`src/rtl/core_ctrl.sv`:
```
// Pipeline sequencer: owns the core state, drives global stall and EXE bubble,
// and counts stalled RUN/MEMWAIT cycles.
module core_ctrl #(
  parameter int unsigned BOOT_CYCLES = 4,
  parameter int unsigned MEM_TIMEOUT = 255
) (
  input  logic        clk_i,
  input  logic        rst_i,
  input  logic [31:0] dec_instr_i,
  input  logic [4:0]  exe_rd_ptr_i,
  input  logic        exe_mem_re_i,
  input  logic        imem_valid_i,
  input  logic        mem_req_i,
  input  logic        mem_ack_i,
  input  logic        halt_req_i,
  output logic [7:0]  core_state_o,
  output logic        stall_o,
  output logic        bubble_o,
  output logic        err_o,
  output logic [31:0] stall_count_o
);

  localparam int unsigned BW = (BOOT_CYCLES < 2) ? 1 : $clog2(BOOT_CYCLES);
  localparam int unsigned WW = $clog2(MEM_TIMEOUT + 1);

  typedef enum logic [7:0] {
    BOOT    = 8'h01,
    RUN     = 8'h02,
    MEMWAIT = 8'h04,
    HALT    = 8'h08,
    ERROR   = 8'h10
  } state_t;

  state_t          state;
  logic [BW-1:0]   boot_cnt;
  logic [WW-1:0]   wait_cnt;
  logic            err;
  logic [31:0]     stall_count;

  logic [6:0]      opcode;
  logic [4:0]      rs1;
  logic [4:0]      rs2;
  logic            use_rs1;
  logic            use_rs2;
  logic            hazard;
  logic            stall;
  logic            bubble;
  logic            unused;

  assign unused = ^{dec_instr_i[31:25], dec_instr_i[14:7]};

  always_comb begin
    opcode  = dec_instr_i[6:0];
    rs1     = dec_instr_i[19:15];
    rs2     = dec_instr_i[24:20];
    use_rs1 = 1'b0;
    use_rs2 = 1'b0;
    case (opcode)
      7'b0110011, 7'b0100011, 7'b1100011: begin
        use_rs1 = 1'b1;
        use_rs2 = 1'b1;
      end
      7'b0010011, 7'b0000011: use_rs1 = 1'b1;
      default: ;
    endcase
  end

  assign hazard = exe_mem_re_i && (exe_rd_ptr_i != 5'd0) &&
                  ((use_rs1 && (rs1 == exe_rd_ptr_i)) ||
                   (use_rs2 && (rs2 == exe_rd_ptr_i)));

  // RUN priority: outstanding memory miss, then halt, fetch gap, load-use.
  always_comb begin
    stall  = 1'b0;
    bubble = 1'b0;
    unique case (state)
      BOOT: bubble = 1'b1;
      RUN: begin
        if (mem_req_i && !mem_ack_i) begin
          stall = 1'b1;
        end else if (halt_req_i || !imem_valid_i || hazard) begin
          stall  = 1'b1;
          bubble = 1'b1;
        end
      end
      MEMWAIT: stall = !mem_ack_i;
      HALT, ERROR: begin
        stall  = 1'b1;
        bubble = 1'b1;
      end
      default: begin
        stall  = 1'b1;
        bubble = 1'b1;
      end
    endcase
  end

  always_ff @(posedge clk_i or posedge rst_i) begin
    if (rst_i) begin
      state       <= BOOT;
      boot_cnt    <= '0;
      wait_cnt    <= '0;
      err         <= 1'b0;
      stall_count <= '0;
    end else begin
      if ((state == RUN || state == MEMWAIT) && stall && (stall_count != '1))
        stall_count <= stall_count + 32'd1;

      unique case (state)
        BOOT: begin
          if (boot_cnt == BW'(BOOT_CYCLES - 1))
            state <= RUN;
          else
            boot_cnt <= boot_cnt + BW'(1);
        end
        RUN: begin
          if (mem_req_i && !mem_ack_i) begin
            state    <= MEMWAIT;
            wait_cnt <= WW'(1);
          end else if (halt_req_i) begin
            state <= HALT;
          end
        end
        // Ack beats timeout; a pending halt is picked up once back in RUN.
        MEMWAIT: begin
          if (mem_ack_i) begin
            state    <= RUN;
            wait_cnt <= '0;
          end else if (wait_cnt == WW'(MEM_TIMEOUT)) begin
            state <= ERROR;
            err   <= 1'b1;
          end else begin
            wait_cnt <= wait_cnt + WW'(1);
          end
        end
        HALT: begin
          if (!halt_req_i)
            state <= RUN;
        end
        ERROR: err <= 1'b1;
        default: begin
          state <= ERROR;
          err   <= 1'b1;
        end
      endcase
    end
  end

  assign core_state_o  = state;
  assign stall_o       = stall;
  assign bubble_o      = bubble;
  assign err_o         = err;
  assign stall_count_o = stall_count;

endmodule
```
`config.mk`:
```
export PLATFORM = sky130hd
export DESIGN_NAME = core_ctrl
export DESIGN_NICKNAME = d
export VERILOG_FILES = /design/src/rtl/core_ctrl.sv
export SDC_FILE = /design/constraint.sdc
export NUM_CORES = 1
export LEC_CHECK = 0
export CAP_MARGIN = 20
export CORE_ASPECT_RATIO = 0.5
export CORE_UTILIZATION = 51
export DETAILED_ROUTE_END_ITERATION = 10
export GPL_ROUTABILITY_DRIVEN = 0
export PLACE_DENSITY = 0.84
export RECOVER_POWER = 50
export REMOVE_ABC_BUFFERS = 1
export SLEW_MARGIN = 20
export SYNTH_ARGS = -nofsm -noshare
export SYNTH_HDL_FRONTEND = slang
export SYNTH_SLANG_ARGS = --single-unit
```
`constraint.sdc`:
```
create_clock -name clk_i -period 4.6 [get_ports clk_i]
set_input_delay 0.92 -clock clk_i [delete_from_list [all_inputs] [get_ports clk_i]]
set_output_delay 0.92 -clock clk_i [all_outputs]
set_load 0.02 [all_outputs]
```
==> results.txt <==
maximum cell stage delay along the critical path - 0.63 ns
count of yosys warnings during synthesis - 0
Inserted Clock Buffers - 5
crit path cell chain - clkdlybuf4s50_1 -> or4_1 -> nor2_1 -> a211oi_1 -> a21oi_1 -> o211ai_1 -> clkdlybuf4s50_1
most common cell after layout, fill and taps aside - sky130_fd_sc_hd__clkdlybuf4s50_1
async set-reset flop share out of synthesis - 100%
Slew Limit Fails - 49
most used flip-flop cell after synthesis - sky130_fd_sc_hd__dfrtp_1
Final #Nets - 405
largest net degree at the start of global routing - 49
number of global-route vias before repair - 2,265
clock net sink count - 48
total congestion overflow after global routing - 0
crit path buf inv count - 2
Hold Path Sink - err_o
number of max-cap violations - 1
FF-to-FF path depth - 6
unrepaired setup endpoints after global routing - false
register bit total from synthesis - 48
kind of end point of the critical path - primary output
Highest Clock Rate - 0.244 GHz
top-level I/O count - 87
violated checks - capacitance limit, slew limit
power consumption - 782 uW
effective utilization at floorplan - 54.8%
source of the worst hold timing path - err_o
share of post-route cells with drive strength above 1 - 3.91%
placeable core region - 0.00511 mm2
number of vias in the routed layout - 2,477
Global Route Usage Sum - 23.1%
number of search-and-repair iterations in the first detailed-routing pass - 4
Final Cycle Share - 89.2%
CTS root buffer - sky130_fd_sc_hd__clkbuf_8
number of resized instances in the post-cts repair step - 0
detailed router's first-iteration violation count - 158
Reg-to-Reg End - stall_count_o[1]
diodes inserted - 0
number of setup violations in the final report - 0
Area growth syn-to-layout - 26.8%
critical path fanouts, max - 3
clock tree from TritonCTS - yes
number of antenna violations at the first check in global routing - 0
shortest period the worst path allows - 4.10 ns
wire length of the first global-routing pass - 10,300 um
drt via density - 5.79
FF-to-FF setup slack - 1.95 ns
remaining antenna violation count after routing - 0
row count - 18
launch point of the worst reg-to-reg path - core_state_o[1]
number of levels in the clock H-tree - 2
required time reported for the critical path endpoint - 3.68 ns
power density cells - 220 mW/mm2
most prevalent standard cell on the critical path - sky130_fd_sc_hd__clkdlybuf4s50_1
count of hold-fix buffers inserted at cts - 0
hold path cells - 1
post-route clock skew - 0.00553 ns
chip height - 54.4 um
number of enable flip-flop cells after synthesis - 0
type of origin of the critical path - input pin
final hold slack - 0.471 ns
final HPWL from detailed placement - 4580 um
accumulated negative setup slack - 0 ns
number of cells produced by synthesis - 295
crit path DAT - 3.18 ns
average footprint of a synthesized cell - 9.50 um2
clock insertion delay at the later pin of the skew report - 0.30 ns
leakage power of the design - 1.47 nW
commonest cells after routing, fill and taps aside - sky130_fd_sc_hd__clkdlybuf4s50_1 (52), sky130_fd_sc_hd__dfrtp_1 (47), sky130_fd_sc_hd__xnor2_1 (35)
highest-delay cell along the critical path - sky130_fd_sc_hd__clkdlybuf4s50_1
Final Hold Violating Endpoints - 0
Total Die Area - 0.00581 mm2
HP Class - flip-flop to flip-flop
DRT Wirelength - 6360 um
critical path's top delay family - buffers and inverters
Worst-path clk slew - 0.09 ns
worst max-slew margin expressed relative to the limit - -67.7%
share of the yosys chip area belonging to registers - 42.9%
Longest Clk Path Bufs - 2
detailed-route wire length per cell - 14.9 um
post-synth design cell area - 0.00280 mm2
Max rail drop VDD - 0.179 mV
number of buffers inserted by port buffering - 68
run status - finished, violations left
worst slew pin tran - 2.52 ns
width of the die - 107 um
Filler cells - 400
kind of critical path - input pin to primary output
# DRC - 0
count of distinct cell types in the synthesized netlist - 47
buffers inserted by post-CTS timing repair - 0
==> layout make-up <==
type                       count  area (um2)  area share, %
multi-input combinational    226        1460           41.2
sequential                    48        1200           33.8
timing repair buffer          70         692           19.5
tap                           70        87.6           2.46
clock buffer                   5        68.8           1.94
inverter                       7        26.3          0.739
clock inverter                 2        12.5          0.352
==> routing by layer <==
metal	up-vias	global-route usage [%]	share of wire, %
met4	0	9.59	1.1
met2	84	39.5	48
met3	8	5.00	5.8
met1	1211	29.4	45
li1	1174	-	-
met5	-	0	0
==> how the worst max path moves through the flow <==
| stage | from | end | slack [ns] | depth (start not counted) |
|---|---|---|---|---|
| 2_1_floorplan | exe_rd_ptr_i[1] | bubble_o | 1.68 | 5 |
| 3_3_place_gp | exe_rd_ptr_i[2] | bubble_o | 0.60 | 7 |
| 3_5_place_dp | exe_rd_ptr_i[2] | bubble_o | 0.50 | 7 |
| 4_1_cts | exe_rd_ptr_i[3] | bubble_o | 0.48 | 7 |
| 5_1_grt | exe_rd_ptr_i[3] | bubble_o | 0.25 | 7 |
| 6_report | exe_rd_ptr_i[3] | bubble_o | 0.50 | 7 |
==> power breakdown <==
| part | switching, mW | leakage (nW) | internal, mW |
|---|---|---|---|
| combinational | 0.0455 | 0.781 | 0.0503 |
| sequential | 0.0155 | 0.650 | 0.429 |
| clock | 0.138 | 0.0400 | 0.103 |
| total | 0.199 | 1.47 | 0.583 |
==> registers in the layout, summed over array words and instances, names as in the netlist <==
signal / count
stall_count_o: 32
wait_cnt: 8
boot_cnt: 2
core_state_o: 5
err_o: 1
==> metrics by stage <==
stage               utilization, %  cells  area, um2  setup slack (ns)
floorplan                        -    281       2700              1.68
finish                        69.5    428       3550             0.497
global placement              68.1    421       3480             0.597
detailed placement            68.1    421       3480             0.495
global route                  69.5    428       3550             0.251
CTS                           69.7    428       3560             0.485
==> cell families (layout without fill, tap and decap cells) <==
logic type	Yosys count	after routing	synth area share, %
other cells	1	3	0.134
flops	48	48	42.9
compound gates	29	29	6.83
buf+inv	23	84	4.91
simple gates	142	142	28.5
xor+xnor	48	48	15.0
mux	1	1	0.402
fa+ha+maj	3	3	1.34
==> synth_stat cells (2+ instances only) <==
master                      n  area (um2)
sky130_fd_sc_hd__a21oi_1    8        40.0
sky130_fd_sc_hd__and2_1     3        18.8
sky130_fd_sc_hd__and3_1    15        93.8
sky130_fd_sc_hd__and4_1     5        43.8
sky130_fd_sc_hd__buf_2      5        25.0
sky130_fd_sc_hd__buf_4      4        30.0
sky130_fd_sc_hd__buf_6      4        45.0
sky130_fd_sc_hd__clkbuf_1   3        11.3
sky130_fd_sc_hd__dfrtp_1   47        1180
sky130_fd_sc_hd__ha_1       3        37.5
sky130_fd_sc_hd__inv_1      7        26.3
sky130_fd_sc_hd__nand2_1   20        75.1
sky130_fd_sc_hd__nand2b_1   4        25.0
sky130_fd_sc_hd__nand3_1   23         115
sky130_fd_sc_hd__nand3b_1   3        22.5
sky130_fd_sc_hd__nand4_1   23         144
sky130_fd_sc_hd__nor2_1    19        71.3
sky130_fd_sc_hd__nor3_1     9        45.0
sky130_fd_sc_hd__nor4b_1    3        26.3
sky130_fd_sc_hd__o211ai_1   3        22.5
sky130_fd_sc_hd__o21ai_0    6        30.0
sky130_fd_sc_hd__o22ai_1    2        12.5
sky130_fd_sc_hd__or3_1      2        12.5
sky130_fd_sc_hd__or4_1      5        37.5
sky130_fd_sc_hd__xnor2_1   35         307
sky130_fd_sc_hd__xor2_1    13         114
No activity file was read; power rests on OpenSTA's default activity.
